--- src/rtl/ram_rmw_ctrl.sv ---
// ram_rmw_ctrl: bridges byte-masked 64-bit CPU requests onto a word-only
// SRAM. Partial writes are done as read-modify-write; out-of-range requests
// keep their normal timing, never touch the SRAM, and raise a one-cycle error.
module ram_rmw_ctrl #(
  parameter int unsigned DEPTH = 256,
  parameter int unsigned AW    = 8
) (
  input  logic          clk,
  input  logic          rst,
  input  logic          ram_re,
  input  logic          ram_we,
  input  logic [27:0]   ram_addr,
  input  logic [63:0]   ram_dout,
  input  logic [7:0]    ram_mask,
  output logic [63:0]   ram_din,
  output logic          ram_ready,
  output logic          ram_err,
  output logic          sram_en,
  output logic          sram_we,
  output logic [AW-1:0] sram_addr,
  output logic [63:0]   sram_wdata,
  input  logic [63:0]   sram_rdata
);

  localparam int DATA_W = 64;
  localparam int BYTES  = DATA_W / 8;

  localparam logic [2:0] S_IDLE    = 3'd0;
  localparam logic [2:0] S_RD      = 3'd1;
  localparam logic [2:0] S_RD_CAP  = 3'd2;
  localparam logic [2:0] S_RMW_RD  = 3'd3;
  localparam logic [2:0] S_RMW_MRG = 3'd4;
  localparam logic [2:0] S_WR      = 3'd5;

  logic [2:0]        state;
  logic [AW-1:0]     addr_p0;
  logic [DATA_W-1:0] wdata_p0;
  logic [BYTES-1:0]  mask_p0;
  logic              in_range_p0;
  logic              wr_en_p0;
  logic [DATA_W-1:0] din_q;
  logic              err_q;
  logic              req_in_range;
  logic              req_partial;

  // Byte-wise merge: enabled bytes come from the CPU, the rest from the SRAM.
  function automatic logic [DATA_W-1:0] merge_bytes(
    input logic [DATA_W-1:0] wdata,
    input logic [DATA_W-1:0] rdata,
    input logic [BYTES-1:0]  mask
  );
    logic [DATA_W-1:0] res;
    res = rdata;
    for (int i = 0; i < BYTES; i++) begin
      if (mask[i]) res[8*i +: 8] = wdata[8*i +: 8];
    end
    return res;
  endfunction

  assign req_in_range = 32'(ram_addr) < DEPTH;
  assign req_partial  = (ram_mask != 8'h00) && (ram_mask != 8'hFF);

  // Request capture, sequencing, read-data and error registers.
  always_ff @(posedge clk or negedge rst) begin
    if (!rst) begin
      state       <= S_IDLE;
      addr_p0     <= '0;
      wdata_p0    <= '0;
      mask_p0     <= '0;
      in_range_p0 <= 1'b0;
      wr_en_p0    <= 1'b0;
      din_q       <= '0;
      err_q       <= 1'b0;
    end else begin
      case (state)
        S_IDLE: begin
          err_q <= 1'b0;
          if (ram_re || ram_we) begin
            addr_p0     <= ram_addr[AW-1:0];
            wdata_p0    <= ram_dout;
            mask_p0     <= ram_mask;
            in_range_p0 <= req_in_range;
            wr_en_p0    <= (ram_mask != 8'h00);
            if (ram_re)                            state <= S_RD;
            else if (req_in_range && req_partial)  state <= S_RMW_RD;
            else                                   state <= S_WR;
          end
        end
        S_RD:      state <= S_RD_CAP;
        S_RD_CAP: begin
          din_q <= in_range_p0 ? sram_rdata : {DATA_W{1'b1}};
          err_q <= !in_range_p0;
          state <= S_IDLE;
        end
        S_RMW_RD:  state <= S_RMW_MRG;
        S_RMW_MRG: begin
          wdata_p0 <= merge_bytes(wdata_p0, sram_rdata, mask_p0);
          state    <= S_WR;
        end
        S_WR: begin
          err_q <= !in_range_p0;
          state <= S_IDLE;
        end
        default:   state <= S_IDLE;
      endcase
    end
  end

  // SRAM strobes follow the state; out-of-range and empty-mask accesses are gated off.
  always_comb begin
    sram_en = 1'b0;
    sram_we = 1'b0;
    if (in_range_p0) begin
      case (state)
        S_RD, S_RMW_RD: sram_en = 1'b1;
        S_WR: begin
          sram_en = wr_en_p0;
          sram_we = wr_en_p0;
        end
        default: sram_en = 1'b0;
      endcase
    end
  end

  assign sram_addr  = addr_p0;
  assign sram_wdata = wdata_p0;
  assign ram_din    = din_q;
  assign ram_err    = err_q;
  assign ram_ready  = (state == S_IDLE);

endmodule

--- config.mk ---
export PLATFORM = sky130hd
export DESIGN_NAME = ram_rmw_ctrl
export DESIGN_NICKNAME = d
export VERILOG_FILES = /design/src/rtl/ram_rmw_ctrl.sv
export SDC_FILE = /design/constraint.sdc
export NUM_CORES = 1
export LEC_CHECK = 0
export CAP_MARGIN = 40
export CORE_ASPECT_RATIO = 0.7
export CORE_MARGIN = 2
export CORE_UTILIZATION = 45
export DETAILED_ROUTE_END_ITERATION = 8
export GPL_TIMING_DRIVEN = 0
export PLACE_DENSITY = 0.86
export SYNTH_ARGS = -nofsm -noshare
export SYNTH_HDL_FRONTEND = slang
export SYNTH_SLANG_ARGS = --single-unit
export TNS_END_PERCENT = 20
--- constraint.sdc ---
create_clock -name clk -period 5.7 [get_ports clk]
set_input_delay 1.14 -clock clk [delete_from_list [all_inputs] [get_ports clk]]
set_output_delay 1.14 -clock clk [all_outputs]
set_load 0.02 [all_outputs]
=== Word-level counts from Yosys, hierarchy flattened ===
Cells that the tools add are included.

* Memories kept: 0
* Output and inout bits: 140
* RAM bits: 0
* Memory bits (read-only): 0
* Word-level logic and storage cells: 70
* Input bits: 168
* Latch bits: 0
* Register bits after elaboration: 150

* Bitwise gates (word level): 0
* Multiply operators: 0
* $add $sub $neg: 0
* Equality and inequality tests: 15
* Divide/modulo/power cells: 0
* $lt $le $gt $ge: 1
* Shift operators: 0
* Reduce and logical (&&, ||, !) cells: 19
* Multiplexer cells: 20

{| class="wikitable"
|+ Operators with widths
! kind !! number
|-
| $mux W64 || 2
|-
| $pmux W64 S2 || 1
|-
| $mux W8 || 8
|-
| $lt A28 B9 Y1 const B || 1
|-
| $reduce_and A3 Y1 || 8
|-
| $ne A2 B2 Y1 const B || 8
|-
| $pmux W3 S4 || 1
|-
| $mux W3 || 3
|-
| $ne A8 B8 Y1 const B || 1
|-
| $reduce_bool A8 Y1 || 1
|-
| $eq A3 B2 Y1 const B || 2
|-
| $eq A3 B3 Y1 const B || 2
|-
| $pmux W1 S2 || 2
|-
| $reduce_bool A2 Y1 || 2
|-
| $reduce_or A2 Y1 || 2
|-
| $eq A3 B1 Y1 const B || 1
|-
| $logic_not A3 Y1 || 1
|-
| $mux W1 || 3
|-
| $logic_and A1 B1 Y1 || 2
|-
| $ne A2 B1 Y1 const B || 1
|-
| $reduce_and A2 Y1 || 1
|-
| $logic_not A1 Y1 || 1
|-
| $logic_or A1 B1 Y1 || 1
|}

=== Logic depth before layout (Yosys ltp) ===
* Depth in word-level cells: 7
* Depth in mapped cells: 7
* Depth with buffers taken out: 4

=== Least setup slack after synthesis ===
No wires, ideal clock.

* Kind: register -> output
* Start point: reg state[0]
* End point: out sram_en
* Required time: 4.560 ns
* Cell stages (with the launch flop): 5
* Path buffers: 1
* Arrival: 1.229 ns
* Slack: 3.331 ns
* Cells stage by stage: dfrtp_1 buf_2 nor2b_1 and4_1 o21bai_1

* Word-level cells in the longest chain between the ends: 4
* Elaborated cells on any way between the ends: 6
* Classes of those cells: eq/ne (3); mux (2); reduce/logical (1)

{| class="wikitable"
|+ RTL lines
! element !! RTL line !! text
|-
| start, declared || 35 || <nowiki>logic [2:0] state;</nowiki>
|-
| start signal, assigned || 66 || <nowiki>state <= S_IDLE;</nowiki>
|-
| start signal, assigned || 84 || <nowiki>if (ram_re) state <= S_RD;</nowiki>
|-
| start signal, assigned || 85 || <nowiki>else if (req_in_range && req_partial) state <= S_RMW_RD;</nowiki>
|-
| $eq A3 B1 Y1 or $eq A3 B2 Y1 (tied branches) || 114 || <nowiki>case (state)</nowiki>
|-
| $reduce_or A2 Y1 || 114 ||
|-
| $pmux W1 S2 (*) || 114 ||
|-
| $mux W1 (*) || 113 || <nowiki>if (in_range_p0) begin</nowiki>
|-
| end, declared || 18 || <nowiki>output logic sram_en,</nowiki>
|}

Mark *: on every way between the ends. The rest lies on a longest branch, timed or not.

=== Worst setup path in the final report ===
* Start point: reg in_range_p0
* End point: out sram_en

* Word-level cells in the longest chain between the ends: 1

{| class="wikitable"
|+ RTL lines
! element !! RTL line !! text
|-
| start, declared || 39 || <nowiki>logic in_range_p0;</nowiki>
|-
| start signal, assigned || 82 || <nowiki>in_range_p0 <= req_in_range;</nowiki>
|-
| $mux W1 || 113 ||
|}

Every way passes these cells.

==> flow_summary_export.csv <==
group,metric,value,unit
outcome,outcome,"complete, no violations",
clock_tree,h-tree-depth,4,
detailed_routing,finalWirelength,23200,um
power,p_int,3.24,mW
clock_tree,clk_pin_slew,0.07,ns
power,power_density,490,nW/um^2
finish,regArea,3750,um^2
place,dpl.hpwl,17400,um
sta,finalSetupViolations,0,
setup_path,worstSetupEndpointType,"output port",
power,swShare,37.9,%
detailed_routing,first_pass_iters,6,
clock_tree,ctsHoldBuffers,0,
finish,antenna_cells,0,
logic_synthesis,ys_seq_area_share,56.4,%
power,leakagePower,4.40,nW
detailed_routing,antenna_left,0,
power,ir_worst_vdd,0.246,mV
setup_path,critPathKind,"reg -> out",
finish,fin_nets,1209,
finish,fin_cells,1248,
logic_synthesis,yosysWarningCount,0,
logic_synthesis,async_reset_ff_share,100,%
die,ios,308,
die,die_area,15800,um^2
place,gp_congestion,0.866,
global_routing,grt_pass1_vias,6803,
place,io_buffers,307,
setup_path,cpPeakStageDelay,0.63,ns
job,max_cap_violations,0,
logic_synthesis,synth_largest_area_cell,"dfrtp_1",
sta,tightestPinTransition,0.670,ns
logic_synthesis,syn_area_per_cell,9.33,um^2
clock_tree,clk_latency,0.41,ns
sta,period_share,62.5,%
die,coreArea,14600,um^2
die,die_w,149,um
sta,layout_min_cycle_time,3.56,ns
die,initial_core_util,45.6,%
sta,max-slew-margin-rel,55.3,%
finish,drive_gt1_share,7.79,%
global_routing,track_usage,29.8,%
sta,clock.fmax,0.281,GHz
detailed_routing,via_per_inst,5.30,
sta,rsz0062_at_grt,"false",
setup_path,crit_fanout,10,
sta,fin_tns_setup,0,ns
setup_path,ff2ff_setup_slack,3.50,ns
clock_tree,ctsResizeCount,0,
setup_path,crit_arrival,2.42,ns
detailed_routing,drc,0,
die,rows,37,
logic_synthesis,synth_area_leaders,"dfrtp_1, a31oi_1, nor2_1, nand2_1, inv_1",
clock_tree,post_cts_buffers,0,
power,p_switching,1.98,mW
global_routing,grt_max_degree,95,
sta,clock_skew,0.0112,ns
detailed_routing,drtIter0Drc,406,
detailed_routing,vias,6618,
global_routing,antenna_found_initial,0,
logic_synthesis,syn-cell-area,6650,um^2
setup_path,cp_slowest_cell,"clkdlybuf4s50_1",
setup_path,critPathRequiredTime,4.56,ns
power,power.share.sequential,30.0,%
clock_tree,cts_tree,"built",
clock_tree,cts.sinks,150,
clock_tree,clockBufferDepth,2,
setup_path,crit_top_cell,"clkbuf_1",
finish,fillerInstances,1064,
place,dp.cells,1217,
logic_synthesis,synth_edf_count,0,
logic_synthesis,synth_cells,713,
finish,area_growth_syn_to_layout,60.1,%
detailed_routing,avgRoutedWirePerCell,18.6,um
sta,finalHoldViolCount,0,
die,die_h,106,um
logic_synthesis,yosysUniqueCellTypes,32,
worst_hold_path,hold_class,"reg -> reg",
finish,multi_input_area,2370,um^2
clock_tree,root_buffer,"clkbuf_16",
setup_path,worstPathCellList,"clkbuf_1 -> clkbuf_1 -> nand2_1 -> o21bai_1 -> clkdlybuf4s50_1",
global_routing,grt_pass1_wl,36100,um
global_routing,grt_overflow_total,0,
sta,slew_viol_final,0,
power,pwr-share-comb,46.2,%
clock_tree,cts_buffers,17,
logic_synthesis,ys.flop_type,"dfrtp_1",
setup_path,startpoint_type,"register",
power,p_clk_share,23.8,%
logic_synthesis,ys_seq_elements,150,
logic_synthesis,syn-num-nets,881,
logic_synthesis,synth_top_area_share,56.4,%
[power groups by stage]
stage                     registers (mW)  logic, mW  clock network, mW
after floorplan                     1.87       1.05                  0
after global placement              1.57       2.35                  0
after detailed placement            1.58       2.40                  0
after CTS                           1.56       2.42               1.26
after global routing                1.60       2.58               1.31
final                               1.57       2.41               1.24
[routing by layer]
layer  track usage (%)  wire, um
met5                 0         0
met4              8.57       460
met3              10.2      2490
met2              49.5     11200
met1              37.1      9080
[final timing paths]
path,startpoint,to,depth (start not counted)
max,in_range_p0,sram_en,5
max in group asynchronous,rst,sram_wdata[19],2
min reg2reg,sram_addr[5],sram_addr[5],1
max reg2reg,state[0],sram_wdata[8],6
min,sram_addr[5],sram_addr[5],1
min in group asynchronous,rst,ram_din[49],1
[per-stage QoR]
step           worst slack (ns)  instance area [um^2]  hold WS [ns]  utilization (%)  power, mW
6_report                   2.14                 10700         0.506             73.0       5.22
5_1_grt                    2.05                 10700         0.528             73.0       5.48
4_1_cts                    2.12                 10700         0.509             73.0       5.24
3_5_place_dp               2.58                 10000         0.497             68.6       3.98
3_3_place_gp              -2.57                  9970         0.490             68.4       3.92
2_1_floorplan              3.33                  6650         0.487                -       2.92
[cell type report]
| type | count | share of cell area (%) |
|---|---|---|
| Buffer | 49 | 2.68 |
| Sequential cell | 150 | 35.2 |
| Clock buffer | 20 | 4.19 |
| Multi-Input combinational cell | 449 | 22.2 |
| Clock inverter | 11 | 1.84 |
| Timing Repair Buffer | 309 | 29.2 |
| Tap cell | 195 | 2.29 |
| Inverter | 65 | 2.29 |
[cells in the final DEF, fill, tap and decap left out, types with 3 or more instances in the layout]
cell type and instances:
a31oi_1 128, buf_2 9, buf_6 14, bufinv_16 5
clkbuf_1 28, clkbuf_16 17, clkdlybuf4s50_1 306, dfrtp_1 150
inv_1 65, inv_6 3, mux2_2 17, nand2_1 131
nor2_1 135, nor4_1 5, o22ai_4 8
[synthesized netlist by cell type (2+ instances only)]
cell type  number
clkbuf_1       26
buf_2           9
o22ai_4         8
buf_6          12
nand2_1       131
nor4_1          5
or4_1           2
a21oi_1         2
mux2_2         17
dfrtp_1       150
o21ai_0         2
nand4_1         2
a31oi_1       128
nor2_1        135
nor2b_1         2
buf_1           2
inv_1          65
[worst max-delay path: cells and delay by family (launching register included)]
kind / cells / cell delay (ns)
buffers and inverters: 3 / 1.44
flip-flops: 1 / 0.32
AO/OA/AOI/OAI: 1 / 0.14
AND/OR/NAND/NOR: 1 / 0.10
[registers in the layout, indices dropped and copies added, names as in the netlist]
register,count
wr_en_p0,1
in_range_p0,1
ram_err,1
state,3
mask_p0,8
sram_addr,8
sram_wdata,64
ram_din,64
[logic make-up after synthesis]
family,Yosys count,synth area share [%]
and+or+nand+nor,287,17.4
DFF,150,56.4
muxes,17,2.88
buffers and inverters,114,7.96
AOI/OAI and AO/OA,145,15.4
(Power assumes the default switching activity.)
